File: src/rtl/if_fetch_stage.sv
// ---------------------------------------------------------------------------
// if_fetch_stage
// Instruction-fetch stage of the 5-stage MIPS pipeline. Holds the program
// counter and the IF/ID pipeline register, drives the instruction-memory
// address and selects the next PC from PC+4, the ID-resolved branch target
// or the jump target of the instruction currently in ID.
//
// Ports
//   clk, rst_n          clock (rising edge), asynchronous active-low reset
//   pc_write            0 freezes the PC (hazard unit stall)
//   ifid_write          0 freezes the IF/ID register
//   pc_src              taken branch resolved in ID
//   branch_target       branch target computed in ID
//   jump                instruction in ID is a j
//   imem_addr           fetch address (alias of pc)
//   imem_rdata          combinational instruction word for imem_addr
//   imem_ready          imem_rdata valid this cycle
//   pc                  current PC
//   ifid_instr          registered instruction to ID
//   ifid_pc4            registered PC+4 of ifid_instr
//   ifid_valid          1 = real fetched instruction, 0 = bubble
//   fetch_count         instructions accepted into IF/ID (wrapping)
//   stall_count         cycles with pc_write=0 (wrapping)
// ---------------------------------------------------------------------------
module if_fetch_stage #(
   parameter logic [31:0] RESET_PC = 32'h0000_0000,
   parameter logic [31:0] BUBBLE   = 32'h0000_0000
) (
   input  logic        clk,
   input  logic        rst_n,
   input  logic        pc_write,
   input  logic        ifid_write,
   input  logic        pc_src,
   input  logic [31:0] branch_target,
   input  logic        jump,
   output logic [31:0] imem_addr,
   input  logic [31:0] imem_rdata,
   input  logic        imem_ready,
   output logic [31:0] pc,
   output logic [31:0] ifid_instr,
   output logic [31:0] ifid_pc4,
   output logic        ifid_valid,
   output logic [31:0] fetch_count,
   output logic [31:0] stall_count
);

   logic [31:0] pc_r;
   logic [31:0] ifid_instr_r;
   logic [31:0] ifid_pc4_r;
   logic        ifid_valid_r;
   logic [31:0] fetch_count_r;
   logic [31:0] stall_count_r;

   logic [31:0] pc_nxt_s;
   logic [31:0] ifid_instr_nxt_s;
   logic [31:0] ifid_pc4_nxt_s;
   logic        ifid_valid_nxt_s;
   logic [31:0] fetch_count_nxt_s;
   logic [31:0] stall_count_nxt_s;

   logic [31:0] pc4_s;
   logic [31:0] jump_target_s;

   // Sequential address and jump target formed from the instruction in ID
   always_comb begin
      pc4_s         = pc_r + 32'd4;
      jump_target_s = {ifid_pc4_r[31:28], ifid_instr_r[25:0], 2'b00};
   end

   // Next-state selection: stall > redirect > fetch > memory wait > hold
   always_comb begin
      pc_nxt_s          = pc_r;
      ifid_instr_nxt_s  = ifid_instr_r;
      ifid_pc4_nxt_s    = ifid_pc4_r;
      ifid_valid_nxt_s  = ifid_valid_r;
      fetch_count_nxt_s = fetch_count_r;
      stall_count_nxt_s = stall_count_r;

      if (!pc_write) begin
         // Redirects are ignored here: the hazard unit masks a stalled branch
         stall_count_nxt_s = stall_count_r + 32'd1;
         if (ifid_write) begin
            ifid_instr_nxt_s = BUBBLE;
            ifid_pc4_nxt_s   = 32'h0000_0000;
            ifid_valid_nxt_s = 1'b0;
         end else begin
            ifid_valid_nxt_s = ifid_valid_r;
         end
      end else if (jump || pc_src) begin
         // The wrong-path word fetched this cycle is squashed into a bubble
         pc_nxt_s         = jump ? jump_target_s : branch_target;
         ifid_instr_nxt_s = BUBBLE;
         ifid_pc4_nxt_s   = 32'h0000_0000;
         ifid_valid_nxt_s = 1'b0;
      end else if (imem_ready) begin
         if (ifid_write) begin
            pc_nxt_s          = pc4_s;
            ifid_instr_nxt_s  = imem_rdata;
            ifid_pc4_nxt_s    = pc4_s;
            ifid_valid_nxt_s  = 1'b1;
            fetch_count_nxt_s = fetch_count_r + 32'd1;
         end else begin
            // IF/ID cannot accept: keep the PC so the word is refetched
            pc_nxt_s = pc_r;
         end
      end else begin
         if (ifid_write) begin
            ifid_instr_nxt_s = BUBBLE;
            ifid_pc4_nxt_s   = 32'h0000_0000;
            ifid_valid_nxt_s = 1'b0;
         end else begin
            ifid_valid_nxt_s = ifid_valid_r;
         end
      end
   end

   // PC, IF/ID register and event counters
   always_ff @(posedge clk or negedge rst_n) begin
      if (!rst_n) begin
         pc_r          <= RESET_PC;
         ifid_instr_r  <= BUBBLE;
         ifid_pc4_r    <= 32'h0000_0000;
         ifid_valid_r  <= 1'b0;
         fetch_count_r <= 32'h0000_0000;
         stall_count_r <= 32'h0000_0000;
      end else begin
         pc_r          <= pc_nxt_s;
         ifid_instr_r  <= ifid_instr_nxt_s;
         ifid_pc4_r    <= ifid_pc4_nxt_s;
         ifid_valid_r  <= ifid_valid_nxt_s;
         fetch_count_r <= fetch_count_nxt_s;
         stall_count_r <= stall_count_nxt_s;
      end
   end

   assign imem_addr   = pc_r;
   assign pc          = pc_r;
   assign ifid_instr  = ifid_instr_r;
   assign ifid_pc4    = ifid_pc4_r;
   assign ifid_valid  = ifid_valid_r;
   assign fetch_count = fetch_count_r;
   assign stall_count = stall_count_r;

endmodule
File: config.mk
export PLATFORM = sky130hd
export DESIGN_NAME = if_fetch_stage
export DESIGN_NICKNAME = d
export VERILOG_FILES = /design/src/rtl/if_fetch_stage.sv
export SDC_FILE = /design/constraint.sdc
export NUM_CORES = 1
export LEC_CHECK = 0
export ABC_AREA = 0
export BUFFER_PORTS_ARGS = -buffer_cell sky130_fd_sc_hd__buf_2
export CAP_MARGIN = 20
export CORE_MARGIN = 2
export CORE_UTILIZATION = 25
export DETAILED_ROUTE_END_ITERATION = 6
export GPL_TIMING_DRIVEN = 0
export PLACE_DENSITY_LB_ADDON = 0.2
export SLEW_MARGIN = 10
export SYNTH_ARGS = -nofsm -noshare
export SYNTH_HDL_FRONTEND = slang
export SYNTH_SLANG_ARGS = --single-unit
File: constraint.sdc
create_clock -name clk -period 2.75 [get_ports clk]
set_input_delay 0.275 -clock clk [delete_from_list [all_inputs] [get_ports clk]]
set_output_delay 0.275 -clock clk [all_outputs]
set_load 0.02 [all_outputs]
==> flow_summary.ini, run 1 <==
[outcome]
status = finished, final reports clean

[critical_path]
cp-end-kind = register
cp.required_ps = 3060
crit_type = reg2reg
timing.rr.start = imem_addr[2]
r2r_end = imem_addr[30]
start_kind = register
crit_path_start = imem_addr[2]
timing.reg2reg.setup_slack_ps = 210
reg2regPathDepth = 6
cp.arrival_ps = 2850
crit_fanout = 7

[synthesis]
ys_seq_elements = 161
netlist_area_um2 = 7890
syn-num-nets = 844
ys.flop_type = dfrtp_1
synth_cells = 770
synth_edf_count = 0
syn_area_per_cell_um2 = 10.2
synth_area_leaders = dfrtp_1, xnor2_1, nand2_1
synth_top_area_share = 0.511
async_flop_share = 1.00
yosys_warnings = 0
seq_area_frac_synth = 0.511
synth_top_cell_by_area = dfrtp_1
synthDistinctLibCells = 62

[pwr]
combPwrFrac = 0.181
p_leak_nw = 5.16
power.internal_mw = 4.15
power_density_nw_per_um2 = 602
p_clk_frac = 0.380
power.switching_mw = 2.07
ir_drop_v = 0.000408
power_switching_share = 0.333
total_power_mw = 6.22
seqPwrFrac = 0.439

[floorplan]
rows = 65
die_w_um = 182
coreArea_um2 = 31300
die_y_um = 182
die_area_um2 = 33000
ioPinCount = 264
initial_utilization = 0.252

[sta]
rsz0062_at_grt = no
finalSetupTns_ps = 0
setup_viol = 0
layout_min_cycle_time_ps = 2540
hold_viol = 0
period_share = 0.923
maxSlewHeadroom = 0.369
finClkSkew_ps = 18.4
setup_ws_ps = 211
fmax_ghz = 0.394
maxSlewViolCount = 0
hold_slack_ps = 44.7
tightest_slew_ps = 939

[clock_network]
cts.sinks = 161
numCtsBuffers = 17
clockRootBuffer = clkbuf_16
post_cts_buffers = 0
clock_path_buffers = 2
clock_latency_ps = 440
cts_tree = built
path_clk_slew_ps = 90
htree_levels = 4

[drt]
ant_nets = 0
wl_um = 27900
drtPass1Iterations = 5
vias = 6959
wl_per_cell_um = 19.0
drt_iter0_markers = 406
drc = 0
vias_per_cell = 4.74

[cells_and_area]
final_common_cell = buf_2
syn_to_final_growth_pct = 30.8
fin_area_um2 = 10300
antenna_cells = 0
final_cell_mix = buf_2, dfrtp_1, nand2_1, xnor2_1, o21ai_0
nNetsFinal = 1127
drive_gt1_frac = 0.333

[global_routing]
grt_antenna_before_repair = 0
grt_pass1_vias = 6807
grt_max_degree = 90
grt.total_usage = 0.170
grt_pass1_wl_um = 42900
gr-total-overflow = 0

[placement]
port_buffers = 262
place.detailed.hpwl_um = 21100
place_area_um2 = 9740
post-place-ws_ps = -323
gp_congestion = 0.819

[min_path]
hold_end = ifid_instr[26]
hold_class = in2reg
min_from = imem_rdata[26]
whs_path_depth = 2

[job]
max_cap_viol_count = 0
[metal layers]
layer  up-vias  track usage  routed length, µm
met2       275        0.275              12900
met3        28       0.0373               1750
met4         0       0.0501                459
li1       3290            -                  -
met1      3366        0.229              12800
met5         -            0                  0
[worst max-delay path by stage]
stage	end	depth (start not counted)
finish	imem_addr[30]	6
global route	imem_addr[23]	6
CTS	imem_addr[14]	7
detailed placement	imem_addr[14]	7
global placement	ifid_instr[24]	1
floorplan	imem_addr[30]	6
[layout make-up]
type	count	area [µm²]
plain buffers	74	410
clock buffers	18	429
clock inverters	14	140
fillers	3280	21000
inverters	10	37.5
multi-input cells	525	3410
flip-flops and latches	161	4030
well taps	402	503
repair buffers	264	1360
[through the flow]
step                      instances  utilization
after floorplan                 770            -
after global placement         1434        0.310
after detailed placement       1435        0.311
after CTS                      1468        0.330
after global routing           1468        0.330
final                          1468        0.330
[cells in the mapped netlist (all sizes together) (2+ instances only)]
cell       n
nor4      11
ha         3
a222oi     3
and2       3
a31oi      2
a21oi     10
or2        4
nor2b      4
o2bb2ai    5
o32ai      2
a211o      3
nand4b     2
o22ai      8
o22a       2
o311ai     2
or3        2
a211oi     4
o31a       2
mux2i      9
and4      10
nand2     94
a22oi      4
and3      14
buf       42
o211ai     4
a221oi     2
xnor2     63
clkbuf    32
nand2b     3
nand4     22
a311o      3
nor2      39
inv       10
xor2      23
o21ai     55
a22o      37
nor3      16
dfrtp    161
nand3     42
[repair_timing]
action                                 CTS  global route
endpoints found under the hold margin   72             0
hold buffers                             1             0
resized for setup                        0             1
setup endpoints to repair                0             1
[power by group through the flow]
stage | combinational [mW] | clock, mW | sequential, mW
after detailed placement | 1.14 | 0 | 2.77
after floorplan | 0.507 | 0 | 2.89
after CTS | 1.14 | 2.45 | 2.73
after global routing | 1.23 | 2.52 | 2.76
after global placement | 1.13 | 0 | 2.76
final | 1.13 | 2.36 | 2.73
[cells by family (layout without fill, tap and decap cells)]
logic type,count (synthesis),count (layout),share of synthesized area
DFF,161,161,0.511
buffers and inverters,84,380,0.0568
and+or+nand+nor,269,269,0.180
muxes,10,10,0.0128
adders and majority gates,3,3,0.00476
AOI/OAI and AO/OA,157,157,0.139
xor gates and xnor gates,86,86,0.0955
[registers in the layout, indices dropped and copies added, names as in the netlist]
name         count
fetch_count     32
imem_addr       32
ifid_pc4        32
stall_count     32
ifid_valid       1
ifid_instr      32
[worst max-delay path: stages (launching register included)]
cell     delay [ps]
dfrtp_1         470
ha_1            280
nand3_1         240
or4_4           640
nor4_4          410
a21oi_1         120
a211o_1         250
Note: power is estimated with default switching activity, not from simulation.
==> run 2, diff against run 1 <==
--- a/config.mk
+++ b/config.mk
@@ -6,13 +6,13 @@
 export NUM_CORES = 1
 export LEC_CHECK = 0
 export ABC_AREA = 0
-export BUFFER_PORTS_ARGS = -buffer_cell sky130_fd_sc_hd__buf_2
 export CAP_MARGIN = 20
 export CORE_MARGIN = 2
-export CORE_UTILIZATION = 25
+export CORE_UTILIZATION = 64
 export DETAILED_ROUTE_END_ITERATION = 6
+export DONT_BUFFER_PORTS = 1
 export GPL_TIMING_DRIVEN = 0
-export PLACE_DENSITY_LB_ADDON = 0.2
+export PLACE_DENSITY = 0.9
 export SLEW_MARGIN = 10
 export SYNTH_ARGS = -nofsm -noshare
 export SYNTH_HDL_FRONTEND = slang
==> flow_summary.ini, run 2 (synthesis results as in run 1) <==
[outcome]
status = finished with violations
violations = hold timing

[critical_path]
crit_type = reg2reg
cp-end-kind = register
cp.arrival_ps = 2950
start_kind = register
crit_fanout = 5
cp.required_ps = 3060

[floorplan]
ioPinCount = 264
die_w_um = 115
initial_utilization = 0.657
coreArea_um2 = 12000
rows = 40
die_y_um = 115
die_area_um2 = 13200

[global_routing]
grt.total_usage = 0.366
gr-total-overflow = 0
grt_pass1_vias = 6744
grt_antenna_before_repair = 2
grt_max_degree = 162
grt_pass1_wl_um = 36800

[sta]
tightest_slew_ps = 896
rsz0062_at_grt = no
setup_viol = 0
finClkSkew_ps = 12.5
setup_ws_ps = 111
hold_viol = 161
fmax_ghz = 0.379
layout_min_cycle_time_ps = 2640
period_share = 0.960
finalSetupTns_ps = 0
hold_slack_ps = -457
maxSlewHeadroom = 0.401
maxSlewViolCount = 0

[cells_and_area]
syn_to_final_growth_pct = 13.8
final_cell_mix = dfrtp_1, nand2_1, xnor2_1, o21ai_0, nand3_1
fill_cells = 778
drive_gt1_frac = 0.106
fin_area_um2 = 8980
fin_cells = 982
final_util = 0.747
final_common_cell = dfrtp_1
nNetsFinal = 895

[drt]
wl_um = 24200
vias = 6677
drtPass1Iterations = 6
drt_iter0_markers = 821
ant_nets = 0
vias_per_cell = 6.80
drc = 0
wl_per_cell_um = 24.6

[placement]
gp_congestion = 0.896
port_buffers = 0
place.detailed.hpwl_um = 16400
place_area_um2 = 8070
post-place-ws_ps = 146
dp.cells = 917

[pwr]
power_density_nw_per_um2 = 670
ir_drop_v = 0.000571
total_power_mw = 6.01
p_leak_nw = 4.00

[clock_network]
path_clk_slew_ps = 70
htree_levels = 4
clockRootBuffer = clkbuf_16
cts_tree = built
holdBufCountCts = 32
numCtsBuffers = 17
clock_latency_ps = 430
clock_path_buffers = 2
cts.sinks = 161

[job]
max_cap_viol_count = 0

[min_path]
hold_class = in2async
run 2: changes by cell type in the layout (fill, tap and decap cells not counted), sizes merged:
cell         change
clkbuf           +3
buf            -263
dlygate4sd3     +31
inv              -8
clkinvlp         -1
clkinv           +2
bufinv           +3
diode            +2
run 2: power breakdown:
group / internal [mW] / switching [mW]
combinational: 0.297 / 0.375
sequential: 2.50 / 0.439
clock: 1.42 / 0.978
run 2: routing by layer:
layer / part of all wire / global-route usage
met1: 0.35 / 0.417
met2: 0.49 / 0.606
met3: 0.12 / 0.131
met4: 0.042 / 0.192
met5: 0 / 0
run 2: critical path: stages, from the launching register on:
cell and delay [ps]:
dfrtp_1 530, ha_1 340, nand3_1 240, or4_4 630, nor4_4 370, a21oi_1 150
a211o_1 260
run 2: cell type report:
type	count	area [µm²]	area share
flip-flops and latches	161	4030	0.449
multi-input cells	525	3410	0.380
clock buffers	21	440	0.0491
plain buffers	74	410	0.0457
repair buffers	32	320	0.0357
well taps	147	184	0.0205
clock inverters	10	136	0.0152
inverters	10	37.5	0.00418
diodes	2	5.00	0.000558
run 2: timing repair:
item	CTS	global route
gates resized for setup	0	1
buffers inserted	0	0
setup endpoints to repair	0	1
hold endpoints to repair	193	161
run 2: final timing paths:
kind,startpoint,to,slack [ps],cells after the start
worst max register to register,imem_addr[3],imem_addr[30],110,6
max in group asynchronous,rst_n,fetch_count[2],2980,0
worst min register to register,stall_count[31],stall_count[31],620,1
min in group clk,branch_target[17],imem_addr[17],90,2
worst min-delay path,rst_n,stall_count[6],-460,0
worst max-delay path,imem_addr[3],imem_addr[30],110,6
